`config.mk`:
```
export PLATFORM = sky130hd
export DESIGN_NAME = cic_interp_core
export DESIGN_NICKNAME = d
export VERILOG_FILES = /design/src/rtl/cic_interp_core.sv
export SDC_FILE = /design/constraint.sdc
export NUM_CORES = 1
export LEC_CHECK = 0
export BUFFER_PORTS_ARGS = -buffer_cell sky130_fd_sc_hd__buf_2
export CORE_MARGIN = 2
export CORE_UTILIZATION = 43
export DETAILED_ROUTE_END_ITERATION = 8
export PLACE_DENSITY = 0.61
export SLEW_MARGIN = 25
export SYNTH_ARGS = -nofsm -noshare
export SYNTH_HDL_FRONTEND = slang
export SYNTH_SLANG_ARGS = --single-unit
```
`constraint.sdc`:
```
create_clock -name clk -period 6.4 [get_ports clk]
set_clock_uncertainty 0.1 [all_clocks]
set_input_delay 0.32 -clock clk [delete_from_list [all_inputs] [get_ports clk]]
set_output_delay 0.32 -clock clk [all_outputs]
set_load 0.01 [all_outputs]
```
`src/rtl/cic_interp_core.sv`:
```
// cic_interp_core: CIC interpolator for the DAC/result stream.
// N comb stages at the input rate, zero-stuff upsampling by R = 2**LOG2_R, then N integrator
// stages at the output rate. All internal arithmetic is OUT_WIDTH bits and wraps on purpose;
// the final integrator result is exact modulo 2**OUT_WIDTH, which is all a CIC needs.
// Optional build macro: CIC_GAIN_NORM_EN -- registers acc_N >>> (N-1)*LOG2_R in an extra output
// stage for unity DC gain (one more cycle of latency). Undefined: raw gain R**(N-1).
module cic_interp_core #(
    parameter int IN_WIDTH = 16,
    parameter int N        = 3,
    parameter int LOG2_R   = 2,
    localparam int OUT_WIDTH = IN_WIDTH + (N - 1) * LOG2_R
) (
    input  logic                        clk,
    input  logic                        rst,
    input  logic signed [IN_WIDTH-1:0]  i_data,
    input  logic                        i_valid,
    output logic                        o_ready,
    output logic signed [OUT_WIDTH-1:0] o_data,
    output logic                        o_valid,
    output logic                        o_busy
);

    localparam int R = 1 << LOG2_R;
    localparam logic [LOG2_R-1:0] PHASE_LAST    = LOG2_R'(R - 1);
    localparam logic [LOG2_R-1:0] PHASE_PRELAST = LOG2_R'(R - 2);

    typedef enum logic [0:0] {StIdle, StRun} state_e;
    typedef logic signed [OUT_WIDTH-1:0] word_t;

    // Generator state
    state_e              state_q;
    logic [LOG2_R-1:0]   phase_q;
    logic                ready_q;
    word_t               u_data_q;
    logic                u_valid_q;

    // Comb chain: comb_c[0] is the sign-extended input, comb_c[N] feeds the upsampler
    word_t               comb_c [N+1];
    word_t               comb_dly_q [N];

    // Integrator chain
    word_t               acc_q [N];
    word_t               acc_d [N];
    logic  [N-1:0]       int_valid_q;
    logic  [N-1:0]       int_valid_d;

    logic                accept;

    assign accept  = i_valid && ready_q;
    assign o_ready = ready_q;

    // Combinational comb differences, evaluated against the delays of the previous accept
    always_comb begin
        comb_c[0] = word_t'(i_data);
        for (int k = 0; k < N; k++) begin
            comb_c[k+1] = comb_c[k] - comb_dly_q[k];
        end
    end

    // Comb delays advance only on an accepted input sample
    always_ff @(posedge clk) begin
        if (rst) begin
            for (int k = 0; k < N; k++) begin
                comb_dly_q[k] <= '0;
            end
        end else if (accept) begin
            for (int k = 0; k < N; k++) begin
                comb_dly_q[k] <= comb_c[k];
            end
        end
    end

    // Zero-stuff generator: one comb output followed by R-1 zeros; ready is registered and
    // rises in the last phase so a waiting input continues the output stream without a gap
    always_ff @(posedge clk) begin
        if (rst) begin
            state_q   <= StIdle;
            phase_q   <= '0;
            ready_q   <= 1'b1;
            u_data_q  <= '0;
            u_valid_q <= 1'b0;
        end else begin
            unique case (state_q)
                StIdle: begin
                    if (accept) begin
                        u_data_q  <= comb_c[N];
                        u_valid_q <= 1'b1;
                        phase_q   <= '0;
                        ready_q   <= 1'b0;
                        state_q   <= StRun;
                    end else begin
                        u_data_q  <= '0;
                        u_valid_q <= 1'b0;
                        ready_q   <= 1'b1;
                    end
                end
                StRun: begin
                    if (phase_q != PHASE_LAST) begin
                        u_data_q  <= '0;
                        u_valid_q <= 1'b1;
                        phase_q   <= phase_q + LOG2_R'(1);
                        ready_q   <= (phase_q == PHASE_PRELAST);
                    end else if (accept) begin
                        u_data_q  <= comb_c[N];
                        u_valid_q <= 1'b1;
                        phase_q   <= '0;
                        ready_q   <= 1'b0;
                    end else begin
                        u_data_q  <= '0;
                        u_valid_q <= 1'b0;
                        ready_q   <= 1'b1;
                        state_q   <= StIdle;
                    end
                end
                default: begin
                    state_q   <= StIdle;
                    phase_q   <= '0;
                    ready_q   <= 1'b1;
                    u_data_q  <= '0;
                    u_valid_q <= 1'b0;
                end
            endcase
        end
    end

    // Integrator next state: a stage only accumulates when its input is valid, so idle
    // gaps travel down the chain as bubbles and leave the accumulators untouched
    always_comb begin
        for (int k = 0; k < N; k++) begin
            acc_d[k]       = acc_q[k];
            int_valid_d[k] = 1'b0;
        end
        if (u_valid_q) begin
            acc_d[0]       = acc_q[0] + u_data_q;
            int_valid_d[0] = 1'b1;
        end
        for (int k = 1; k < N; k++) begin
            if (int_valid_q[k-1]) begin
                acc_d[k]       = acc_q[k] + acc_q[k-1];
                int_valid_d[k] = 1'b1;
            end
        end
    end

    // Integrator registers
    always_ff @(posedge clk) begin
        if (rst) begin
            for (int k = 0; k < N; k++) begin
                acc_q[k] <= '0;
            end
            int_valid_q <= '0;
        end else begin
            for (int k = 0; k < N; k++) begin
                acc_q[k] <= acc_d[k];
            end
            int_valid_q <= int_valid_d;
        end
    end

`ifdef CIC_GAIN_NORM_EN
    localparam int NORM_SHIFT = (N - 1) * LOG2_R;

    word_t out_data_q;
    logic  out_valid_q;

    // Gain normalisation stage: arithmetic shift keeps the sign of the wrapped result
    always_ff @(posedge clk) begin
        if (rst) begin
            out_data_q  <= '0;
            out_valid_q <= 1'b0;
        end else begin
            out_valid_q <= int_valid_q[N-1];
            if (int_valid_q[N-1]) begin
                out_data_q <= acc_q[N-1] >>> NORM_SHIFT;
            end
        end
    end

    assign o_data  = out_data_q;
    assign o_valid = out_valid_q;
    assign o_busy  = (state_q == StRun) | u_valid_q | (|int_valid_q) | out_valid_q;
`else
    assign o_data  = acc_q[N-1];
    assign o_valid = int_valid_q[N-1];
    assign o_busy  = (state_q == StRun) | u_valid_q | (|int_valid_q);
`endif

endmodule

```
; ---- Word level (Yosys, flattened, before mapping)
; Memories as Yosys holds them, arrays and structs flattened.
; Cells that the tools add are included.
[classes]
addsub = 7
eq_ne = 2
mux = 29
bitwise = 8
reduce_logical = 2
[ops]
columns = op, count
row1 = 20-bit 2-to-1 mux, 11
row2 = 20-bit adder, 3
row3 = 20-bit case mux with 2 select lines, 1
row4 = 20-bit subtractor, 2
row5 = 16-bit by 20-bit subtractor with 20-bit output, 1
row6 = 1-bit 2-to-1 mux, 12
row7 = 1-bit OR, 7
row8 = 2-bit 2-to-1 mux, 2
row9 = 1-bit case mux with 2 select lines, 2
row10 = 2-bit case mux with 2 select lines, 1
row11 = 3-bit OR reduction, 1
row12 = "2-bit by 1-bit adder with 2-bit output, second input constant", 1
row13 = "2-bit == test, second input constant", 1
row14 = "2-bit inequality test, second input constant", 1
row15 = 1-bit logical AND, 1
row16 = 1-bit NOT, 1
[word_totals]
reg_bits = 27
ram_bits = 120
inputBits = 19
output_inout_bits = 23
elab_cells = 55
memories = 2
[mem_list]
columns = name, words, width, read_ports, rd_ports_with_merged_regs, write_ports, line_no
row1 = acc_q, 3, 20, 3, 0, 3, 42  ; word_t acc_q [N];
row2 = comb_dly_q, 3, 20, 3, 0, 3, 39  ; word_t comb_dly_q [N];

; ---- Logic depth before layout (Yosys ltp)
[logic_depth]
ltp_word = 6
mapped_depth = 28
depth_no_buf = 28

; ---- Worst setup path after synthesis
; No wires, ideal clock.
[synth_timing]
path_kind = input -> register
from = in i_data[0]
to = reg u_data_q[19]
t_arrival_ps = 5047
t_required_ps = 6235
setup_slack_ps = 1188
stages = 28
path_buffers = 0
cell_sequence = inv_1 -> ha_1 -> inv_1 -> fa_1 -> a21o_1 -> a21oi_1 -> o21ai_0 -> a21o_1 -> a21oi_1 -> o21bai_1 -> a21oi_1 -> xnor2_1 -> ha_1 -> and2_1 -> a22oi_1 -> o21ai_1 -> o21ai_0 -> nor2b_1 -> xnor2_1 -> ha_1 -> a21oi_1 -> o21ai_0 -> o21ai_0 -> o211ai_1 -> a31o_2 -> a21oi_1 -> xnor3_1 -> nor2_1
[synth_lines]
columns = item, line_no
row1 = start: declaration, 15  ; input logic signed [IN_WIDTH-1:0] i_data,
row2 = end signal: assignment, 86  ; u_data_q <= comb_c[N];
row3 = end signal: assignment, 104  ; u_data_q <= comb_c[N];
row4 = end: declaration, 34  ; word_t u_data_q;

==> results.ini <==
[yosys]
avgSynthCellArea_um2=8.94
synth_edf_count=56
synth_compound_area_share_pct=16.4
synth_xor_area_share_pct=7.47
synthArstFlopShare_pct=0
ys.flop_type=dfxtp_1
syn_inst=1130
synth_seq_area_share_pct=33.9
synth_adder_area_share_pct=15.2
muxShareOfSynthArea_pct=3.27
syn-cell-area_um2=10100
yosys_warnings=0
synth_fp_nets=1268
synth-simple-area-share_pct=18.2
synth_top_family_by_area=simple AND/OR/NAND/NOR gates
yosys_register_bits=143
yosysUniqueCellTypes=61

[routing]
drc=0
wl_per_cell_um=12.0
viasPerCell=5.00
via_count=7417
wirelength_mm=17.8
drt_iter0_drc=314
drtPass1Iterations=4
ant_nets=0

[timing]
fmax_ghz=0.175
fin_crit_sh_pct=89.3
rsz0062_at_grt=false
finalHoldViolCount=0
maxSlewViolCount=0
tightest_slew_ns=0.773
fin_setup_tns_ns=0
relSlewSlack_pct=48.5
post-route-min-period_ns=5.71
setup_viol=0

[clock_network]
cts_sinks=143
clk_path_buf_depth=2
cts_tree=built
hold_buffers=0
clock_latency_ns=0.42
ctsRootBufferMaster=clkbuf_16
ctsHtreeMaxLevel=4
numCtsBuffers=17
clkTransAtPathRegs_ns=0.06
postCtsSetupRepairBufs=0

[critical_path]
max_stage_delay_ns=0.39
startpoint_type=register
arrival_ns=5.96
crit_path_max_fanout=4
crit_path_end_kind=register
cpMostUsedCell=a21oi_1
required_ns=6.65
crit_slowest_cell=fa_1
crit_buf_inv=1
crit_family=compound AO/OA/AOI/OAI gates
critPathKind=reg -> reg

[floorplan]
row_count=56
floorplan.initialDensity_pct=43.4
ios=42
core_um2=23300
die_height_um=157
die_width_um=157
die-area_um2=24700

[power_and_ir_drop]
peakVddDrop_mv=0.190
p_leak_nw=4.86
pwr_density_cell_nw_per_um2=335

[finish]
finalNetCount=1290
layout_common_cells=nor2_1, ha_1, dfxtp_1
final_common_cell=nor2_1
syn_to_final_growth_pct=10.1
fin_cells=1484
n_antenna_cell=0
fill_cells=2222
layout-drive-gt1-share_pct=8.67

[global_routing]
grt_pass1_wl_mm=31.3
overflow=0
antenna_found_initial=0
grt_max_degree=77
track_usage_pct=15.3
grt_pass1_vias=7095

[status]
status=completed

[placed_design]
gp_congestion=0.854
hpwl_mm=13.2
placedCellCount=1452
port_buffers=41

[job]
maxCapViolCount=0

[worst_hold_path]
min_path_type=in -> reg

==> layout make-up <==
type / count / area (µm²) / share of cell area (%)
multi-input combinational: 856 / 6120 / 55.0
sequential: 143 / 3420 / 30.8
clock buffer: 21 / 482 / 4.33
tap: 319 / 399 / 3.59
inverter: 86 / 323 / 2.90
timing repair buffer: 48 / 258 / 2.32
clock inverter: 11 / 123 / 1.10
==> cell usage after synthesis, drive strengths merged, types with 22 or more instances <==
cell type / n / area [µm²]
nor3: 25 / 125
dfxtp: 87 / 1740
mux2i: 33 / 330
ha: 113 / 1410
buf: 23 / 161
nand2: 36 / 135
nand3: 22 / 110
inv: 86 / 323
nor2b: 29 / 181
and2: 53 / 333
edfxtp: 56 / 1680
xnor2: 53 / 464
nand2b: 31 / 194
clkbuf: 22 / 82.6
nor2: 142 / 533
a21oi: 72 / 364
o21ai: 43 / 215
xor2: 28 / 245
==> final timing paths <==
kind / cells after the start / startpoint / slack [ns] / endpoint
setup / recovery: 27 / comb_dly_q[0][0] / 0.69 / u_data_q[19]
hold / removal: 2 / i_data[5] / 0.1 / comb_dly_q[0][5]
setup reg to reg: 27 / comb_dly_q[0][0] / 0.69 / u_data_q[19]
hold reg to reg: 2 / acc_q[0][49] / 0.39 / acc_q[0][49]
==> worst register-to-register path, cell delays in order (launching register included) <==
cell	delay, ns
edfxtp_1	0.33
ha_1	0.16
inv_1	0.06
fa_1	0.39
a21o_1	0.17
a21oi_1	0.26
o21ai_0	0.12
a21o_1	0.19
a21oi_1	0.27
o21bai_1	0.10
a21oi_1	0.18
xnor2_1	0.16
ha_1	0.31
and2_1	0.21
a22oi_1	0.18
o21ai_1	0.14
o21ai_0	0.16
nor2b_1	0.17
xnor2_1	0.16
ha_1	0.30
a21oi_1	0.15
o21ai_0	0.17
o21ai_1	0.21
o211ai_1	0.16
a31o_2	0.26
a21oi_1	0.18
xnor3_1	0.32
nor2_1	0.08
==> repair_timing <==
| action | CTS | global route |
|---|---|---|
| gates resized for setup | 0 | 1 |
| endpoints found under the setup margin | 0 | 1 |
| hold endpoints to repair | 0 | 0 |
==> metal layers <==
layer / part of all wire, % / vias to the layer above / global-route usage (%)
li1: - / 3997 / -
met1: 49 / 3339 / 18.8
met2: 49 / 73 / 27.3
met3: 2.1 / 8 / 2.75
met4: 0.73 / 0 / 4.76
met5: 0 / - / 0
==> flip-flops by register name, summed over array words and instances (netlist names) <==
name and cells:
acc_q 60, phase_q 2, comb_dly_q 56, u_valid_q 1
o_ready 1, u_data_q 20, int_valid_q 3
==> kinds of logic after synthesis <==
group                      after synthesis
AOI/OAI and AO/OA                      249
DFF                                    143
adders and majority gates              119
muxes                                   33
xor gates and xnor gates                83
buffers and inverters                  131
and+or+nand+nor                        372
==> power by group <==
group	switching (W)	internal, W	total, W
clock network	0.000396	0.000621	0.00102
registers	0.0000417	0.00106	0.00110
logic	0.000877	0.000731	0.00161
total	0.00131	0.00241	0.00372
==> per-stage QoR <==
stage               area (µm²)  power (W)  hold WS (ns)  utilization, %  setup slack, ns
floorplan                10100    0.00243         0.364               -             1.19
CTS                      11100    0.00375        0.0793            47.8            0.618
finish                   11100    0.00372        0.0993            47.8            0.687
global placement         10500    0.00270         0.383            45.2            0.665
global route             11100    0.00402        0.0882            47.8           0.0855
detailed placement       10500    0.00272         0.380            45.2            0.475
No activity file was read; power rests on OpenSTA's default activity.
